==> config.mk <==
export PLATFORM = sky130hd
export DESIGN_NAME = multicycle_ctrl_v2
export DESIGN_NICKNAME = d
export VERILOG_FILES = /design/src/rtl/multicycle_ctrl_v2.sv
export SDC_FILE = /design/constraint.sdc
export NUM_CORES = 1
export LEC_CHECK = 0
export ABC_AREA = 1
export CORE_MARGIN = 2
export CORE_UTILIZATION = 46
export CTS_CLUSTER_SIZE = 40
export DETAILED_ROUTE_END_ITERATION = 10
export GPL_TIMING_DRIVEN = 0
export PLACE_DENSITY = 0.86
export SYNTH_ARGS = -nofsm -noshare
export SYNTH_HDL_FRONTEND = slang
export SYNTH_SLANG_ARGS = --single-unit
==> constraint.sdc <==
create_clock -name clk -period 4.6 [get_ports clk]
set_input_delay 0.92 -clock clk [delete_from_list [all_inputs] [get_ports clk]]
set_output_delay 0.92 -clock clk [all_outputs]
set_load 0.02 [all_outputs]
==> src/rtl/multicycle_ctrl_v2.sv <==
// Purpose: second-generation multi-cycle ARM controller FSM with NZCV flag file, condition codes and sticky fault.
// Latency: DP 4, LDR 5, STR 4, B/BL 3, BX 3, cond-fail 2 cycles at zero wait; each not-ready cycle adds 1.
// Backpressure: Fetch/MemRead/MemWr hold on mem_ready=0; WAIT_MAX consecutive stalls send the FSM to Fault.
module multicycle_ctrl_v2 #(
  parameter bit COND_FULL = 1'b1,
  parameter int WAIT_MAX  = 15,
  parameter int CNT_W     = 8
) (
  input  logic        clk,
  input  logic        reset,
  input  logic [31:0] Instr,
  input  logic [3:0]  ALUFlags,
  input  logic        mem_ready,
  output logic        PCWrite,
  output logic        RegWrite,
  output logic        MemWrite,
  output logic        IRWrite,
  output logic        AdrSrc,
  output logic        ALUSrcA,
  output logic        Shift_ctrl,
  output logic [1:0]  ALUSrcB,
  output logic [1:0]  ResultSrc,
  output logic [1:0]  ImmSrc,
  output logic [1:0]  RegSrc,
  output logic [1:0]  BL_ctrl,
  output logic [3:0]  ALUControl,
  output logic        mem_req,
  output logic [3:0]  flags,
  output logic        fault,
  output logic [3:0]  fsm_state
);

  typedef enum logic [3:0] {
    S_FETCH   = 4'd0,
    S_DECODE  = 4'd1,
    S_MEMADR  = 4'd2,
    S_MEMREAD = 4'd3,
    S_MEMWB   = 4'd4,
    S_MEMWR   = 4'd5,
    S_EXEC_R  = 4'd6,
    S_EXEC_I  = 4'd7,
    S_ALUWB   = 4'd8,
    S_BRANCH  = 4'd9,
    S_BX      = 4'd11,
    S_FAULT   = 4'd12
  } state_t;

  // Last count value before the stall that trips the timeout.
  localparam logic [CNT_W-1:0] WAIT_LAST = CNT_W'(WAIT_MAX - 1);

  state_t           state_q, state_d;
  logic [3:0]       flags_q, flags_d;
  logic [CNT_W-1:0] cnt_q, cnt_d;
  logic             fault_q, fault_d;

  logic [1:0] op;
  logic [3:0] dp_opc;
  logic       rd_is_pc;
  logic       is_bx;
  logic       arith_opc;
  logic       cond_pass;
  logic       timeout;
  logic       pcw_c, rw_c, mw_c, irw_c, req_c;
  logic       unused_instr;

  assign op        = Instr[27:26];
  assign dp_opc    = Instr[24:21];
  assign rd_is_pc  = (Instr[15:12] == 4'hF);
  assign is_bx     = (Instr[27:4] == 24'h12FFF1);
  // SUB, RSB, ADD, ADC, SBC, RSC, CMP, CMN produce meaningful carry/overflow.
  assign arith_opc = ((dp_opc >= 4'h2) && (dp_opc <= 4'h7)) || (dp_opc == 4'hA) || (dp_opc == 4'hB);
  assign timeout   = req_c && !mem_ready && (cnt_q == WAIT_LAST);
  assign unused_instr = ^Instr[3:0];

  // Evaluate the ARM condition field against the registered NZCV flags.
  always_comb begin
    logic n, z, c, v;
    {n, z, c, v} = flags_q;
    cond_pass = 1'b0;
    case (Instr[31:28])
      4'h0: cond_pass = z;
      4'h1: cond_pass = !z;
      4'h2: cond_pass = c;
      4'h3: cond_pass = !c;
      4'h4: cond_pass = n;
      4'h5: cond_pass = !n;
      4'h6: cond_pass = v;
      4'h7: cond_pass = !v;
      4'h8: cond_pass = c && !z;
      4'h9: cond_pass = !c || z;
      4'hA: cond_pass = (n == v);
      4'hB: cond_pass = (n != v);
      4'hC: cond_pass = !z && (n == v);
      4'hD: cond_pass = z || (n != v);
      4'hE: cond_pass = 1'b1;
      default: cond_pass = 1'b0;
    endcase
    // The reduced decoder only honours EQ, NE and AL.
    if (!COND_FULL && !(Instr[31:28] == 4'h0 || Instr[31:28] == 4'h1 || Instr[31:28] == 4'hE)) begin
      cond_pass = 1'b0;
    end
  end

  // Datapath control vector: baseline first, then per-state overrides.
  always_comb begin
    pcw_c      = 1'b0;
    rw_c       = 1'b0;
    mw_c       = 1'b0;
    irw_c      = 1'b0;
    req_c      = 1'b0;
    AdrSrc     = 1'b0;
    ALUSrcA    = 1'b1;
    Shift_ctrl = 1'b0;
    ALUSrcB    = 2'b10;
    ResultSrc  = 2'b10;
    ALUControl = 4'b0100;
    ImmSrc     = 2'b00;
    RegSrc     = 2'b00;
    BL_ctrl    = 2'b00;
    case (state_q)
      S_FETCH: begin
        req_c = 1'b1;
        irw_c = mem_ready;
        pcw_c = mem_ready;
      end
      S_DECODE: begin
        if (op == 2'b10) RegSrc = 2'b01;
      end
      S_EXEC_R: begin
        ALUSrcA    = 1'b0;
        ALUSrcB    = 2'b00;
        ALUControl = dp_opc;
      end
      S_EXEC_I: begin
        ALUSrcA    = 1'b0;
        ALUSrcB    = 2'b11;
        Shift_ctrl = 1'b1;
        ALUControl = dp_opc;
      end
      S_ALUWB: begin
        ResultSrc = 2'b00;
        // TST/TEQ/CMP/CMN only set flags.
        rw_c      = (Instr[24:23] != 2'b10);
        pcw_c     = (Instr[24:23] != 2'b10) && rd_is_pc;
      end
      S_MEMADR: begin
        ALUSrcA = 1'b0;
        ALUSrcB = Instr[25] ? 2'b11 : 2'b01;
        ImmSrc  = 2'b01;
        RegSrc  = 2'b10;
      end
      S_MEMREAD: begin
        AdrSrc    = 1'b1;
        req_c     = 1'b1;
        ResultSrc = 2'b00;
      end
      S_MEMWB: begin
        ResultSrc = 2'b01;
        rw_c      = 1'b1;
        pcw_c     = rd_is_pc;
      end
      S_MEMWR: begin
        AdrSrc = 1'b1;
        req_c  = 1'b1;
        RegSrc = 2'b10;
        mw_c   = 1'b1;
      end
      S_BRANCH: begin
        ALUSrcA = 1'b0;
        ALUSrcB = 2'b01;
        ImmSrc  = 2'b10;
        RegSrc  = 2'b01;
        pcw_c   = 1'b1;
        if (Instr[24]) begin
          rw_c    = 1'b1;
          BL_ctrl = 2'b11;
        end
      end
      S_BX: begin
        ALUSrcA    = 1'b0;
        ALUSrcB    = 2'b00;
        ALUControl = 4'b1101;
        pcw_c      = 1'b1;
      end
      default: ;
    endcase
  end

  // Write strobes and the memory request are suppressed while reset is held.
  assign PCWrite  = pcw_c & reset;
  assign RegWrite = rw_c  & reset;
  assign MemWrite = mw_c  & reset;
  assign IRWrite  = irw_c & reset;
  assign mem_req  = req_c & reset;

  // Next-state selection; a mem_ready in the timeout cycle takes priority.
  always_comb begin
    state_d = state_q;
    case (state_q)
      S_FETCH: begin
        if (mem_ready)    state_d = S_DECODE;
        else if (timeout) state_d = S_FAULT;
      end
      S_DECODE: begin
        if (!cond_pass)            state_d = S_FETCH;
        else if (is_bx)            state_d = S_BX;
        else if (op == 2'b00)      state_d = Instr[25] ? S_EXEC_I : S_EXEC_R;
        else if (op == 2'b01)      state_d = S_MEMADR;
        else if (op == 2'b10)      state_d = S_BRANCH;
        else                       state_d = S_FAULT;
      end
      S_EXEC_R, S_EXEC_I: state_d = S_ALUWB;
      S_ALUWB:            state_d = S_FETCH;
      S_MEMADR:           state_d = Instr[20] ? S_MEMREAD : S_MEMWR;
      S_MEMREAD: begin
        if (mem_ready)    state_d = S_MEMWB;
        else if (timeout) state_d = S_FAULT;
      end
      S_MEMWB:            state_d = S_FETCH;
      S_MEMWR: begin
        if (mem_ready)    state_d = S_FETCH;
        else if (timeout) state_d = S_FAULT;
      end
      S_BRANCH, S_BX:     state_d = S_FETCH;
      S_FAULT:            state_d = S_FAULT;
      default:            state_d = S_FAULT;
    endcase
  end

  // Flag file, wait counter and sticky fault next values.
  always_comb begin
    flags_d = flags_q;
    if ((state_q == S_EXEC_R || state_q == S_EXEC_I) && Instr[20]) begin
      flags_d[3:2] = ALUFlags[3:2];
      if (arith_opc) flags_d[1:0] = ALUFlags[1:0];
    end

    if (mem_ready || (state_d != state_q)) cnt_d = '0;
    else if (req_c)                        cnt_d = cnt_q + 1'b1;
    else                                   cnt_d = cnt_q;

    fault_d = fault_q | (state_d == S_FAULT);
  end

  // Controller state registers.
  always_ff @(posedge clk or negedge reset) begin
    if (!reset) begin
      state_q <= S_FETCH;
      flags_q <= 4'b0000;
      cnt_q   <= '0;
      fault_q <= 1'b0;
    end else begin
      state_q <= state_d;
      flags_q <= flags_d;
      cnt_q   <= cnt_d;
      fault_q <= fault_d;
    end
  end

  assign flags     = flags_q;
  assign fault     = fault_q;
  assign fsm_state = state_q;

endmodule

# ---- After elaboration in Yosys (flattened, before gate mapping)
# Index checks and enable logic that the tools add are counted.
dict set report op_classes {
  n_addsub 1
  n_lt_le_gt_ge 2
  eq_ne 36
  n_mux 33
  bitwise_logic 6
  reduce_logical 32
}
# cell count
set op_table {}
lappend op_table {{equality test 4 bit (second input constant)} 14}
lappend op_table {{equality test 4 x 3 -> 1 bit (second input constant)} 8}
lappend op_table {{2-to-1 mux 4 bit} 8}
lappend op_table {{one-hot mux 4 bit (7 select lines)} 1}
lappend op_table {{equality test 24 x 21 -> 1 bit (second input constant)} 1}
lappend op_table {{equality test 4 x 2 -> 1 bit (second input constant)} 4}
lappend op_table {{2-to-1 mux 8 bit} 2}
lappend op_table {{one-hot mux 1 bit (15 select lines)} 1}
lappend op_table {{OR reduction 2 bit} 6}
lappend op_table {{2-to-1 mux 1 bit} 9}
lappend op_table {{adder 8 x 1 -> 8 bit (second input constant)} 1}
lappend op_table {{equality test 4 x 1 -> 1 bit (second input constant)} 2}
lappend op_table {{equality test 8 x 4 -> 1 bit (second input constant)} 1}
lappend op_table {{logical NOT 4 bit} 2}
lappend op_table {{one-hot mux 2 bit (2 select lines)} 2}
lappend op_table {{one-hot mux 2 bit (4 select lines)} 1}
lappend op_table {{one-hot mux 4 bit (2 select lines)} 1}
lappend op_table {{logical AND 1 bit} 7}
lappend op_table {{logical OR 1 bit} 6}
lappend op_table {{2-to-1 mux 2 bit} 3}
lappend op_table {{2-to-1 mux 3 bit} 2}
lappend op_table {{one-hot mux 2 bit (3 select lines)} 1}
lappend op_table {{AND 1 bit} 5}
lappend op_table {{logical NOT 1 bit} 5}
lappend op_table {{other kinds (17)} 17}
dict set report word_totals {
  ff_bits 17
  inputBits 39
  out_inout_bits 31
  wordCells 115
}

# ---- Longest topological paths before layout
dict set report logic_depth {
  ltp_word 11
  mapped_depth 14
  depth_no_buf 14
}

# ---- Least setup slack after synthesis
# OpenSTA, ideal clock, no wires.
dict set report synth_timing {
  kind {reg2out}
  start {reg state_q[3], in the netlist fsm_state[3]}
  end {out RegWrite}
  arrival_ps 1943
  required_ps 3680
  setup_slack_ps 1737
  path_stages_with_launch 9
  path_buffers 0
  path_cell_list {dfrtp_1 -> inv_1 -> nor2_1 -> inv_1 -> nor2_1 -> inv_1 -> nor2_1 -> o21ai_0 -> inv_1}
}
dict set report synth_via {
  elab_chain_len 3
  word_cells_on_any_way 5
  classes_between {eq/ne (3); mux (1); bitwise (1)}
}
# element line
set synth_rtl {}
lappend synth_rtl {{start: declaration} 51} ;# state_t state_q, state_d;
lappend synth_rtl {{start signal: assignment} 253} ;# state_q <= state_d;
lappend synth_rtl {{equality test 4 bit / equality test 4 x 3 -> 1 bit (equally long branches)} 120} ;# case (state_q)
lappend synth_rtl {{one-hot mux 1 bit (3 select lines) (*)} 120}
lappend synth_rtl {{AND 1 bit (*)} 191} ;# assign RegWrite = rw_c & reset;
lappend synth_rtl {{end: declaration} 15} ;# output logic RegWrite,
# Mark *: on every way between the ends. The rest lies on a longest branch, timed or not.

# ---- Worst setup path after layout
dict set report layout_timing {
  start {in reset}
  end {out RegWrite}
}
dict set report layout_via {
  elab_chain_len 1
}
# element line
set layout_rtl {}
lappend layout_rtl {{start: declaration} 10} ;# input logic reset,
lappend layout_rtl {{AND 1 bit} 191}
# No other way between the ends.

==> impl_metrics.yaml <==
outcome:
  outcome: "finished, final reports clean"
cells_and_area:
  seqCellArea_um2: 425
  antenna_cells: 0
  final_common_cell: "clkdlybuf4s50_1"
  fin_util: 0.700
  syn_to_final_growth_pct: 44.8
  stdcell_area_um2: 2370
  multi_input_area_um2: 998
  final_nets: 379
  fill_cells: 291
  final_cell_mix: "clkdlybuf4s50_1, nand2_1, inv_1"
  drive_gt1_frac: 0.0691
clock_tree:
  cts_hold_buf: 0
  cts_tree: "yes"
  cts_made_buffers: 3
  cts_setup_buffers: 0
  clock-sinks: 17
  h-tree-depth: 1
  cts-resized-gates: 0
  root_buffer: "clkbuf_4"
  path_clk_slew_ns: 0.10
  clockBufferDepth: 2
  insertion_delay_ns: 0.28
power:
  power_mw: 1.02
  ir_worst_vdd_mv: 0.319
  pwr_density_cell_nw_per_um2: 428
  p_leak_nw: 1.20
global_route:
  grt_overflow: 0
  antenna_found_initial: 0
  first_global_vias: 1794
  grt_pass1_wl_um: 7380
  grt_util_all_layers: 0.220
  grt_max_degree: 21
critical_path:
  startpoint: "reset"
  worst-r2r-cell-count: 12
  path_max_fanout: 20
  end_kind: "primary output"
  crit_top_cell: "clkdlybuf4s50_1"
  crit_chain: "clkdlybuf4s50_1 -> o21ai_0 -> inv_1 -> clkdlybuf4s50_1"
  critPathKind: "primary input to primary output"
  crit_path_max_incr_delay_ns: 1.02
  cp.required_ns: 3.68
  crit_arrival_ns: 2.88
  cpMaxStageDelayCell: "clkdlybuf4s50_1"
  r2r_start: "fsm_state[2]"
  worstSetupStartpointType: "primary input"
hold_path:
  hp-start: "fault"
  hold_path.class: "flip-flop to flip-flop"
  holdPathStages: 1
drt:
  firstDrtPassIters: 4
  wl_um: 4340
  dr_total_vias: 1888
  routed_via_density: 4.98
  drt-initial-drc-count: 92
  remaining_drc_errors: 0
  antenna_left: 0
  wl_per_cell_um: 11.5
floorplanning:
  num_rows: 21
  dieArea_um2: 4050
  initial_core_util: 0.483
  die_x_um: 63.7
  io_pins: 70
  die_h_um: 63.7
  design.core.area_um2: 3390
yosys:
  ys_types: 30
  synthesis.area_um2: 1640
  synth_fp_nets: 309
  ys_ff_latch: 17
  ys_seq_area_frac: 0.260
  syn_area_per_cell_um2: 6.20
  ys_warn_count: 0
  synthCells: 264
timing:
  setup_tns_ns: 0
  setup_viol: 0
  finalHoldViolCount: 0
  slew_headroom: 0.442
  min_period_over_period: 0.826
  max_freq_mhz: 263
  fin_crit_ns: 3.80
  fin_skew_ns: 0.00836
  drv_slew: 0
  worstMarginPinSlew_ns: 0.834
  rsz0062_at_grt: "no"
run:
  max-cap-violations: 0
placement:
  place_congestion: 0.915
  dp_hpwl_um: 3540
  portBuffers: 65
  place_area_um2: 2350
[synthesized netlist by cell type]
cell type | count | area share
o22ai_1 | 2 | 0.0076
a211oi_1 | 1 | 0.0046
o211ai_2 | 1 | 0.0076
or2_2 | 2 | 0.0076
a221oi_1 | 1 | 0.0053
o21ai_0 | 9 | 0.027
xor2_1 | 6 | 0.032
nor2_1 | 42 | 0.096
nand3_1 | 23 | 0.070
nor3_1 | 10 | 0.031
nand2_1 | 61 | 0.14
ha_1 | 6 | 0.046
nand3b_1 | 1 | 0.0046
buf_6 | 1 | 0.0069
a21oi_1 | 3 | 0.0092
inv_1 | 49 | 0.11
a21boi_0 | 1 | 0.0046
nand4_1 | 6 | 0.023
nand2_2 | 5 | 0.019
nand3_2 | 1 | 0.0061
mux2_2 | 1 | 0.0069
nand3_4 | 2 | 0.021
xnor2_1 | 1 | 0.0053
o21bai_1 | 1 | 0.0046
nor2_2 | 3 | 0.011
inv_2 | 3 | 0.0069
a22oi_1 | 1 | 0.0046
o211ai_1 | 3 | 0.014
buf_4 | 1 | 0.0046
dfrtp_1 | 17 | 0.26
[per-layer routing]
layer,part of all wire,vias to the layer above,global-route usage
met1,0.44,852,0.261
li1,-,970,-
met5,0,-,0
met4,0.0083,0,0.0516
met2,0.49,62,0.407
met3,0.057,4,0.0375
[flip-flops by register name (all words and copies together) (netlist names)]
signal,cells
fsm_state,4
cnt_q,8
fault,1
flags,4
[where the power goes]
| group | internal, mW | total, mW | switching, mW |
|---|---|---|---|
| logic | 0.288 | 0.702 | 0.414 |
| clock network | 0.0336 | 0.0763 | 0.0427 |
| registers | 0.186 | 0.237 | 0.0511 |
[logic make-up after synthesis]
kind of cell	count (synthesis)	synth area share
xor+xnor	7	0.0374
flops	17	0.260
mux	1	0.00687
fa+ha+maj	6	0.0458
simple gates	156	0.430
compound gates	23	0.0894
buf+inv	54	0.131
[path summary, 6_finish.rpt]
kind / end / slack [ns]
max in group asynchronous: flags[1] / 2.97
min in group asynchronous: cnt_q[2] / 1.11
setup reg to reg: cnt_q[4] / 2.51
hold / removal: fault / 0.49
hold reg to reg: fault / 0.49
setup / recovery: RegWrite / 0.80
[metrics by stage]
step / cells / worst slack, ns / hold slack [ns]
after floorplan: 264 / 1.74 / 0.556
after global routing: 379 / 0.574 / 0.543
after detailed placement: 375 / 0.738 / 0.467
after CTS: 379 / 0.741 / 0.489
after global placement: 375 / 0.759 / 0.461
final: 379 / 0.802 / 0.487
[area by class of cell]
class / count / area share
Multi-Input combinational cell: 193 / 0.421
Buffer: 2 / 0.00791
Clock buffer: 4 / 0.0111
Tap cell: 46 / 0.0243
Sequential cell: 17 / 0.179
Inverter: 52 / 0.0823
Timing Repair Buffer: 65 / 0.274
[worst max-delay path: cells and delay by family]
family          cells  cell delay [ns]
buf+inv             3             1.73
compound gates      1             0.23
Note: power is estimated with default switching activity, not from simulation.
